## config.mk

```make
export PLATFORM = sky130hd
export DESIGN_NAME = fp_norm_lzc_stage
export DESIGN_NICKNAME = d
export VERILOG_FILES = /design/src/rtl/fp_norm_lzc_stage.sv
export SDC_FILE = /design/constraint.sdc
export NUM_CORES = 1
export LEC_CHECK = 0
export CAP_MARGIN = 20
export CORE_ASPECT_RATIO = 0.7
export CORE_MARGIN = 2
export CORE_UTILIZATION = 55
export CTS_CLUSTER_DIAMETER = 120
export DETAILED_ROUTE_END_ITERATION = 6
export GPL_TIMING_DRIVEN = 0
export PLACE_DENSITY_LB_ADDON = 0.3
export SYNTH_ARGS = -nofsm -noshare
export SYNTH_HDL_FRONTEND = slang
export SYNTH_SLANG_ARGS = --single-unit
```

## constraint.sdc

```tcl
create_clock -name i_clk -period 7.6 [get_ports i_clk]
set_input_delay 0.76 -clock i_clk [delete_from_list [all_inputs] [get_ports i_clk]]
set_output_delay 0.76 -clock i_clk [all_outputs]
set_load 0.01 [all_outputs]
```

## src/rtl/fp_norm_lzc_stage.sv

```systemverilog
// Two-stage leading-zero count and normalization control for the FP add/sub path.
// S1 registers the payload with per-nibble zero flags and local counts; S2 resolves shift, exponent and flags.
module fp_norm_lzc_stage #(
    parameter int DATA_W  = 28,
    parameter int EXP_W   = 8,
    parameter int SHIFT_W = 5
) (
    input  logic               i_clk,
    input  logic               i_rst,
    input  logic               i_valid,
    output logic               o_ready,
    input  logic [DATA_W-1:0]  i_data,
    input  logic [EXP_W-1:0]   i_exp,
    input  logic               i_sign,
    output logic               o_valid,
    input  logic               i_ready,
    output logic [DATA_W-1:0]  o_data,
    output logic [SHIFT_W-1:0] o_shift_number,
    output logic [EXP_W-1:0]   o_exp,
    output logic               o_sign,
    output logic               o_zero,
    output logic               o_overflow
);

    localparam int NIB_N  = (DATA_W + 3) / 4;
    localparam int PAD_W  = NIB_N * 4;
    localparam int CALC_W = EXP_W + 1;

    // Leading zeros inside one nibble; the value for an all-zero nibble is never used.
    function automatic logic [1:0] nib_lz(input logic [3:0] n);
        if (n[3])      return 2'd0;
        else if (n[2]) return 2'd1;
        else if (n[1]) return 2'd2;
        else           return 2'd3;
    endfunction

    logic                    s1_valid;
    logic [DATA_W-1:0]       s1_data;
    logic [EXP_W-1:0]        s1_exp;
    logic                    s1_sign;
    logic [NIB_N-1:0]        s1_nib_zero;
    logic [NIB_N-1:0][1:0]   s1_nib_lz;

    logic [PAD_W-1:0]        padded;
    logic [NIB_N-1:0]        nib_zero;
    logic [NIB_N-1:0][1:0]   nib_lz_v;

    logic                    s2_load;
    logic [CALC_W-1:0]       lzc;
    logic [CALC_W-1:0]       e_ext;
    logic [CALC_W-1:0]       e_inc;
    logic [SHIFT_W-1:0]      shift_nx;
    logic [EXP_W-1:0]        exp_nx;
    logic                    zero_nx;
    logic                    ovf_nx;

    assign s2_load = !o_valid || i_ready;
    assign o_ready = !s1_valid || s2_load;

    // Nibble 0 is the most significant; any padding sits below the LSB so it never adds leading zeros.
    // NOTE: every signal driven from always_comb gets a default first, so no path can infer a latch.
    always_comb begin
        padded   = PAD_W'(i_data) << (PAD_W - DATA_W);
        nib_zero = '0;
        nib_lz_v = '0;
        for (int k = 0; k < NIB_N; k++) begin
            nib_zero[k] = (padded[PAD_W-1-4*k -: 4] == 4'd0);
            nib_lz_v[k] = nib_lz(padded[PAD_W-1-4*k -: 4]);
        end
    end

    // The highest-order non-zero nibble wins, so scan from the bottom and let later hits overwrite.
    always_comb begin
        lzc = '0;
        for (int k = NIB_N - 1; k >= 0; k--) begin
            if (!s1_nib_zero[k])
                lzc = CALC_W'(4 * k) + CALC_W'(s1_nib_lz[k]);
        end
        e_ext = (s1_exp == '0) ? CALC_W'(1) : {1'b0, s1_exp};
        e_inc = e_ext + CALC_W'(1);

        shift_nx = '0;
        exp_nx   = '0;
        zero_nx  = 1'b0;
        ovf_nx   = 1'b0;
        if (&s1_nib_zero) begin
            zero_nx = 1'b1;
        end else if (lzc == '0) begin
            if (e_inc >= CALC_W'((1 << EXP_W) - 1)) begin
                ovf_nx = 1'b1;
                exp_nx = '1;
            end else begin
                exp_nx = e_inc[EXP_W-1:0];
            end
        end else if (lzc <= e_ext) begin
            shift_nx = lzc[SHIFT_W-1:0];
            exp_nx   = EXP_W'(e_inc - lzc);
        end else begin
            // Underflow: shift only as far as the exponent allows and land on a denormal.
            shift_nx = e_ext[SHIFT_W-1:0];
        end
    end

    // NOTE: state uses non-blocking assignments only, so every register samples pre-edge values.
    always_ff @(posedge i_clk) begin
        if (i_rst) begin
            s1_valid       <= 1'b0;
            s1_data        <= '0;
            s1_exp         <= '0;
            s1_sign        <= 1'b0;
            s1_nib_zero    <= '0;
            s1_nib_lz      <= '0;
            o_valid        <= 1'b0;
            o_data         <= '0;
            o_shift_number <= '0;
            o_exp          <= '0;
            o_sign         <= 1'b0;
            o_zero         <= 1'b0;
            o_overflow     <= 1'b0;
        end else begin
            if (o_ready)
                s1_valid <= i_valid;
            if (i_valid && o_ready) begin
                s1_data     <= i_data;
                s1_exp      <= i_exp;
                s1_sign     <= i_sign;
                s1_nib_zero <= nib_zero;
                s1_nib_lz   <= nib_lz_v;
            end
            if (s2_load)
                o_valid <= s1_valid;
            if (s2_load && s1_valid) begin
                o_data         <= s1_data;
                o_shift_number <= shift_nx;
                o_exp          <= exp_nx;
                o_sign         <= s1_sign;
                o_zero         <= zero_nx;
                o_overflow     <= ovf_nx;
            end
        end
    end

endmodule

```

# After elaboration in Yosys (flattened, before gate mapping)

Cells that the tools add are included.

Memories: 0
Bits in latches: 0
Bits in writable memories: 0
Bits in read-only memories: 0
Register bits: 104
Output and inout bits: 46

Add/sub/neg operators: 8
Multiplexer cells: 40
Equal/unequal tests: 0
Bitwise gates (word level): 0
Reduce and logical (&&, ||, !) cells: 16
$lt $le $gt $ge: 2
Shift operators: 0
Div/mod/pow operators: 0
Multipliers: 0

Operator list:

| cell                | count |
|---|---|
| $mux 9              | 6 |
| $mux 8              | 5 |
| $logic_not 4->1     | 7 |
| $mux 2              | 14 |
| $add 5x2->6 const A | 3 |
| $mux 5              | 3 |
| $mux 1              | 11 |
| $add 4x2->5 const A | 2 |
| $add 8x1->9 const B | 1 |
| $ge 9x8->1 const B  | 1 |
| $le 9x8->1          | 1 |
| $logic_not 9->1     | 1 |
| $logic_not 8->1     | 1 |
| $sub 8x8->8         | 1 |
| $reduce_and 7->1    | 1 |
| $mux 6              | 1 |
| $add 3x2->4 const A | 1 |
| $logic_and 1x1->1   | 2 |
| $logic_not 1->1     | 2 |
| $logic_or 1x1->1    | 2 |

# Longest topological paths before layout

Gate-level depths: netlist (run 1).

Depth after elaboration: 12
Depth in mapped cells: 14
Mapped depth without buffers: 13

# Worst setup path before layout (run 1)

No wires, ideal clock.

Kind: register -> register
From: register s1_exp[6]
To: register o_exp[6]
Slack: 4,709 ps
Cell stages (with the launch flop): 14
Setup time: 62 ps
Clock period less this slack: 2,891 ps
Arrival: 2,829 ps
Data required time: 7,538 ps
Cells stage by stage: dfxtp_1 clkbuf_1 or3_1 or4_1 o21bai_2 ha_1 inv_1 fa_1 nand3_1 nand2_1 a21oi_1 nand2_1 or4_1 nand3_1

Cells in the longest elaborated chain, start to end: 7
Elaborated cells on any way between the ends: 10
Those cells by class: 2 x add/sub; 2 x order compare; 5 x mux; 1 x reduce/logical

Ends and longest elaborated chain:

| item                                             | RTL line | text |
|---|---|---|
| from (decl)                                      | 39       | `logic [EXP_W-1:0] s1_exp;` |
| from (signal assigned)                           | 125      | `s1_exp <= i_exp;` |
| $logic_not 8->1                                  | 79       | `e_ext = (s1_exp == '0) ? CALC_W'(1) : {1'b0, s1_exp};` |
| $mux 8 *                                         | 79       |  |
| $add 8x1->9                                      | 80       | `e_inc = e_ext + CALC_W'(1);` |
| $sub 8x8->8 / $ge 9x8->1 (equally long branches) | 97, 89   |  |
| $mux 8, on equally long branches                 | 95, 89   |  |
| $mux 8 *                                         | 88       | `end else if (lzc == '0) begin` |
| $mux 8 *                                         | 86       | `if (&s1_nib_zero) begin` |
| to (signal assigned)                             | 135      | `o_exp <= exp_nx;` |
| to (decl)                                        | 19       | `output logic [EXP_W-1:0] o_exp,` |

Mark *: on every way between the ends. The rest lies on a longest branch, timed or not.
A chain may end at the register's enable or synchronous reset.

# Final worst setup path (run 1)

Ends and elaborated chain as after synthesis.

==> out/results.tsv, run 1 <==
metric	value	unit
status	finished, violations left	
failed_checks	DRC	
dp_slack	4.36	ns
hold_slack	0.447	ns
finalMaxSlewViolations	0	
crit_type	reg2reg	
hold_class	reg2reg	
cts_tree	built	
period_share	43.6	%
finClkSkew	0.00842	ns
vias	4588	
cpPeakStageDelay	0.46	ns
min_period	3.31	ns
drive_gt1_share	4.29	%
wire_per_inst	16.0	um
synth_top_area_cell	dfxtp_1	
htreeDepth	3	
cts_made_buffers	9	
grt_setup_unrepaired	false	
power_per_cell_area	202	mW/mm^2
syn_nets	650	
cts_root_buf	clkbuf_16	
die_w	113	um
fin_tns_setup	0	ns
synthTopCellsByArea	dfxtp_1 (45%), nand2_1 (14%), a21oi_1 (11%), ha_1 (3.0%), clkbuf_1 (2.7%)	
antenna_left	0	
ys_ff_latch	104	
synth-edff-count	0	
yosysUniqueCellTypes	53	
drv_cap	0	
ios	87	
ys.flop_type	dfxtp_1	
hpwl	9630	um
drc	3	
grt_first_pass_wirelength	20500	um
syn-cell-area	0.00458	mm^2
worst_slew_pin_slew	0.773	ns
fin_nets	747	
postCtsHoldBufs	0	
antenna_cells	0	
start_util	57.4	%
power	1.18	mW
crit_slowest_cell	or4_1	
cts.sinks	104	
irDropWorstVdd	103	uV
finalInstanceArea	0.00584	mm^2
synth_async_sr_flop_share	0	%
ys_top_cells_by_count	nand2_1 (169), dfxtp_1 (104), a21oi_1 (99)	
drt_iter0_markers	423	
final_core_util	73.3	%
crit_path_start_kind	register	
overflow	0	
synthCells	597	
hold_viol	0	
worstPathRequired	7.89	ns
grt_max_degree	18	
place.port_buffers	86	
core_area	0.00797	mm^2
setup_viol	0	
seq_area_frac_synth	45.5	%
areaGrowthSynthToFinish	27.6	%
cts_setup_buffers	0	
setup_ws	4.29	ns
grt_pass1_vias	4301	
num_rows	27	
end_kind	register	
vias_per_cell	5.74	
path_max_fanout	7	
clockBufferDepth	2	
p_leak	2.08	nW
antenna_found_initial	0	
max_freq	302	MHz
clkTransAtPathRegs	0.07	ns
synth_top_area_share	45.5	%
cts_resized	0	
syn_area_per_cell	7.67	um^2
finalNonFillerCells	800	
place_area	0.00557	mm^2
yosysWarnings	0	
timing.slew.headroom	48.5	%
gp_congestion	0.987	
fp.dieH	80.3	um
first_pass_iters	7	
clock_latency	0.34	ns
nFillCells	643	
wl	12800	um
arrival	3.60	ns
crit_chain	clkbuf_1 -> or3_1 -> or4_1 -> o21bai_2 -> ha_1 -> inv_1 -> fa_1 -> nand3_1 -> nand2_1 -> a21oi_1 -> nand2_1 -> or4_1 -> nand3_1	
place_inst	784	
die-area	0.00908	mm^2
grt_usage	28.8	%
yosysMostFrequentCell	nand2_1	
state kept, by name, summed over array words and instances, names as in the netlist:
name	count
s1_sign	1
s1_nib_lz	14
o_valid	1
o_shift_number	5
s1_data	28
o_zero	1
o_sign	1
s1_valid	1
o_data	28
o_exp	8
s1_nib_zero	7
o_overflow	1
s1_exp	8
final timing paths:
kind / start / endpoint / slack (ns) / cells after the start
setup / recovery: s1_exp[6]$_SDFFE_PP0P_ / o_exp[6]$_SDFFE_PP0P_ / 4.29 / 13
hold / removal: o_shift_number[2]$_SDFFE_PP0P_ / o_shift_number[2]$_SDFFE_PP0P_ / 0.45 / 2
setup reg to reg: s1_exp[6]$_SDFFE_PP0P_ / o_exp[6]$_SDFFE_PP0P_ / 4.29 / 13
hold reg to reg: o_shift_number[2]$_SDFFE_PP0P_ / o_shift_number[2]$_SDFFE_PP0P_ / 0.45 / 2
routing by layer:
| metal | share of wire, % | track usage (%) |
|---|---|---|
| met1 | 47 | 40.5 |
| met2 | 43 | 44.6 |
| met3 | 8.3 | 5.74 |
| met4 | 1.7 | 9.51 |
| met5 | 0 | 0 |
power by group:
group	internal, mW	total [mW]	switching [mW]
Combinational	0.0710	0.168	0.0970
Sequential	0.567	0.581	0.0138
Clock	0.225	0.429	0.203
Total	0.863	1.18	0.314
cell usage in the layout, fill, tap and decap left out, types with 2 or more instances in the layout:
master           count
nor2_1              29
clkbuf_1            35
o211ai_1             5
o311ai_1             2
nor4_1               7
nand2b_1             5
or3_1                5
o21a_1               2
a31oi_1              3
xnor2_1              6
clkinvlp_4           3
inv_2                2
nand3b_1             4
o21ai_0              4
nor2b_1             10
nor3_1              20
buf_6                2
a21o_1               2
a221o_1              2
xor2_1               3
dfxtp_1            104
clkdlybuf4s50_1     86
nand3_1              7
nand4_1              3
or4_1                2
ha_1                11
a21oi_1             99
clkbuf_16            9
inv_1               17
o21ai_1              8
o221ai_1             2
nand2_1            169
a32oi_1              4
buf_2                3
worst max-delay path, delay by kind of cell, from the launching register on:
family / cells / cell delay [ns]
AO/OA/AOI/OAI: 2 / 0.48
adder cells (fa/ha/maj): 2 / 0.59
buffers and inverters: 2 / 0.22
flip-flops: 1 / 0.30
AND/OR/NAND/NOR: 7 / 1.67
final cells by class:
class                      instances  area, um^2  area share (%)
clock inverter                     5        42.5           0.728
buffer                            40         173            2.96
inverter                          19        71.3            1.22
sequential                       104        2080            35.6
clock buffer                      11         233            3.98
tap                              101         126            2.16
multi-input combinational        434        2250            38.6
timing repair buffer              86         861            14.7
kinds of logic (layout without fill, tap and decap cells):
| group | count (synthesis) | in the layout | synth area share, % |
|---|---|---|---|
| AO/OA/AOI/OAI | 143 | 143 | 18.1 |
| XOR/XNOR | 9 | 9 | 1.72 |
| adder cells (fa/ha/maj) | 12 | 12 | 3.44 |
| buffers and inverters | 59 | 161 | 5.33 |
| flip-flops | 104 | 104 | 45.5 |
| multiplexers | 2 | 2 | 0.464 |
| AND/OR/NAND/NOR | 268 | 268 | 25.5 |
Note: power is estimated with default switching activity, not from simulation.
==> run 2, diff against run 1 <==
- CORE_UTILIZATION: 55 -> 47
- clock period: 7.6 -> 2.97 ns (I/O delays scaled with it)
==> out/results.tsv, run 2 (synthesis results as in run 1) <==
metric	value	unit	change
cts.sinks	104		unchanged
timing.slew.headroom	47.3	%	was 48.5%
worst_slew_pin_slew	0.790	ns	was 0.773 ns
nFillCells	842		was 643
cts_root_buf	clkbuf_16		unchanged
vias_per_cell	5.47		was 5.74
seq_area	0.00209	mm^2	was 0.00208 mm^2
mostFrequentLayoutCells	nand2_1 (168), dfxtp_1 (102), a21oi_1 (98)		was nand2_1 (169), dfxtp_1 (104), a21oi_1 (99)
status	finished clean		was finished, violations left
die-area	0.0106	mm^2	was 0.00908 mm^2
die_w	122	um	was 113 um
grt_max_degree	16		was 18
worstPathRequired	3.26	ns	was 7.89 ns
place_inst	811		was 784
areaGrowthSynthToFinish	31.5	%	was 27.6%
wire_per_inst	15.3	um	was 16.0 um
rrSetupSlack	0.07	ns	was 4.29 ns
hold_viol	0		unchanged
final_common_cell	nand2_1		unchanged
drc	0		was 3
grt_first_pass_wirelength	20200	um	was 20,500 um
max_freq	345	MHz	was 302 MHz
finClkSkew	0.00619	ns	was 0.00842 ns
end_kind	register		unchanged
hold_class	reg2reg		unchanged
ios	87		unchanged
overflow	0		unchanged
crit_path_start_kind	register		unchanged
hpwl	9410	um	was 9630 um
cts_made_buffers	9		unchanged
drt_iter0_markers	313		was 423
fin_nets	751		was 747
path_max_fanout	6		was 7
setup_viol	0		unchanged
clock_latency	0.34	ns	about the same
antenna_cells	0		unchanged
p_leak	2.15	nW	was 2.08 nW
finalMaxSlewViolations	0		unchanged
htreeDepth	3		unchanged
antenna_left	0		unchanged
gp_congestion	0.953		was 0.987
vias	4537		was 4,588
arrival	3.19	ns	was 3.60 ns
min_period	2.90	ns	was 3.31 ns
irDropWorstVdd	317	uV	was 103 uV
power_per_cell_area	516	mW/mm^2	was 202 mW/mm^2
wl	12700	um	was 12,800 um
drive_gt1_share	7.13	%	was 4.29%
num_rows	30		was 27
fp.dieH	86.6	um	was 80.3 um
antenna_found_initial	0		unchanged
grt_pass1_vias	4164		was 4,301
clockBufferDepth	2		unchanged
postCtsHoldBufs	0		unchanged
start_util	47.8	%	was 57.4%
setup_ws	0.0721	ns	was 4.29 ns
multi_input_area	0.00235	mm^2	was 0.00225 mm^2
core_area	0.00957	mm^2	was 0.00797 mm^2
dp_slack	-0.256	ns	was 4.36 ns
place.port_buffers	86		unchanged
first_pass_iters	5		was 7
top_regs	o_data x28, s1_data x28, s1_nib_lz x14		unchanged
grt_usage	24.4	%	was 28.8%
crit_type	reg2reg		unchanged
drv_cap	0		unchanged
finalNonFillerCells	829		was 800
period_share	97.6	%	was 43.6%
cts_tree	built		unchanged
clkTransAtPathRegs	0.07	ns	about the same
[run 2: metal layers]
layer	GRT usage [%]	up-vias	share of wire [%]
met5	0	-	0
met4	7.11	0	1.7
met3	5.39	22	7.5
met2	37.5	179	44
met1	34.6	2122	47
li1	-	2214	-
[run 2: timing repair]
action,4_1_cts,5_1_grt
gates resized for setup,5,19
setup buffers,1,4
setup endpoints to repair,4,13
pin swaps,1,2
[run 2: worst max-delay path: stages (launching register included)]
cell and delay (ns):
dfxtp_4 0.36, or3_4 0.39, or4_4 0.47, o21bai_4 0.19
ha_4 0.15, inv_2 0.03, fa_2 0.35, nand3_2 0.07
nand2_2 0.07, a21oi_2 0.15, nand2_1 0.09, or4_4 0.43
nand3_2 0.08
[run 2: final timing paths]
kind,start,depth (start not counted),to
worst max register to register,s1_exp[5]$_SDFFE_PP0P_,12,o_exp[6]$_SDFFE_PP0P_
worst max-delay path,s1_exp[5]$_SDFFE_PP0P_,12,o_exp[6]$_SDFFE_PP0P_
worst min-delay path,o_data[13]$_SDFFE_PP0P_,2,o_data[13]$_SDFFE_PP0P_
worst min register to register,o_data[13]$_SDFFE_PP0P_,2,o_data[13]$_SDFFE_PP0P_
[run 2: final cells by class]
class,instances,area share [%]
inverters,19,1.18
plain buffers,39,2.85
repair buffers,91,14.9
well taps,128,2.66
clock inverters,3,0.727
flip-flops and latches,104,34.7
clock buffers,11,4.03
multi-input cells,434,39.0
[run 2: power by group]
| group | internal (mW) | total, mW | switching (mW) |
|---|---|---|---|
| Clock | 0.667 | 1.16 | 0.494 |
| Sequential | 1.45 | 1.49 | 0.0350 |
| Combinational | 0.202 | 0.458 | 0.255 |
| Total | 2.32 | 3.11 | 0.784 |
[run 2: metrics by stage]
step	power, mW	area, um^2	hold WS [ns]	setup TNS [ns]	util, %
2_1_floorplan	1.75	4580	0.432	0	-
3_3_place_gp	1.92	5600	0.440	-0.433	58.5
3_5_place_dp	1.93	5600	0.444	-0.427	58.5
4_1_cts	3.09	5910	0.454	-0.0650	61.7
5_1_grt	3.22	6020	0.462	-0.0193	62.9
6_report	3.11	6020	0.453	0	62.9
==> run 3, diff against run 2 <==
- CTS_CLUSTER_DIAMETER: 120 -> 200
- SKIP_LAST_GASP: not set -> 1
==> results of run 3 <==
Final layout, timing and power as in run 2 (identical DEF).
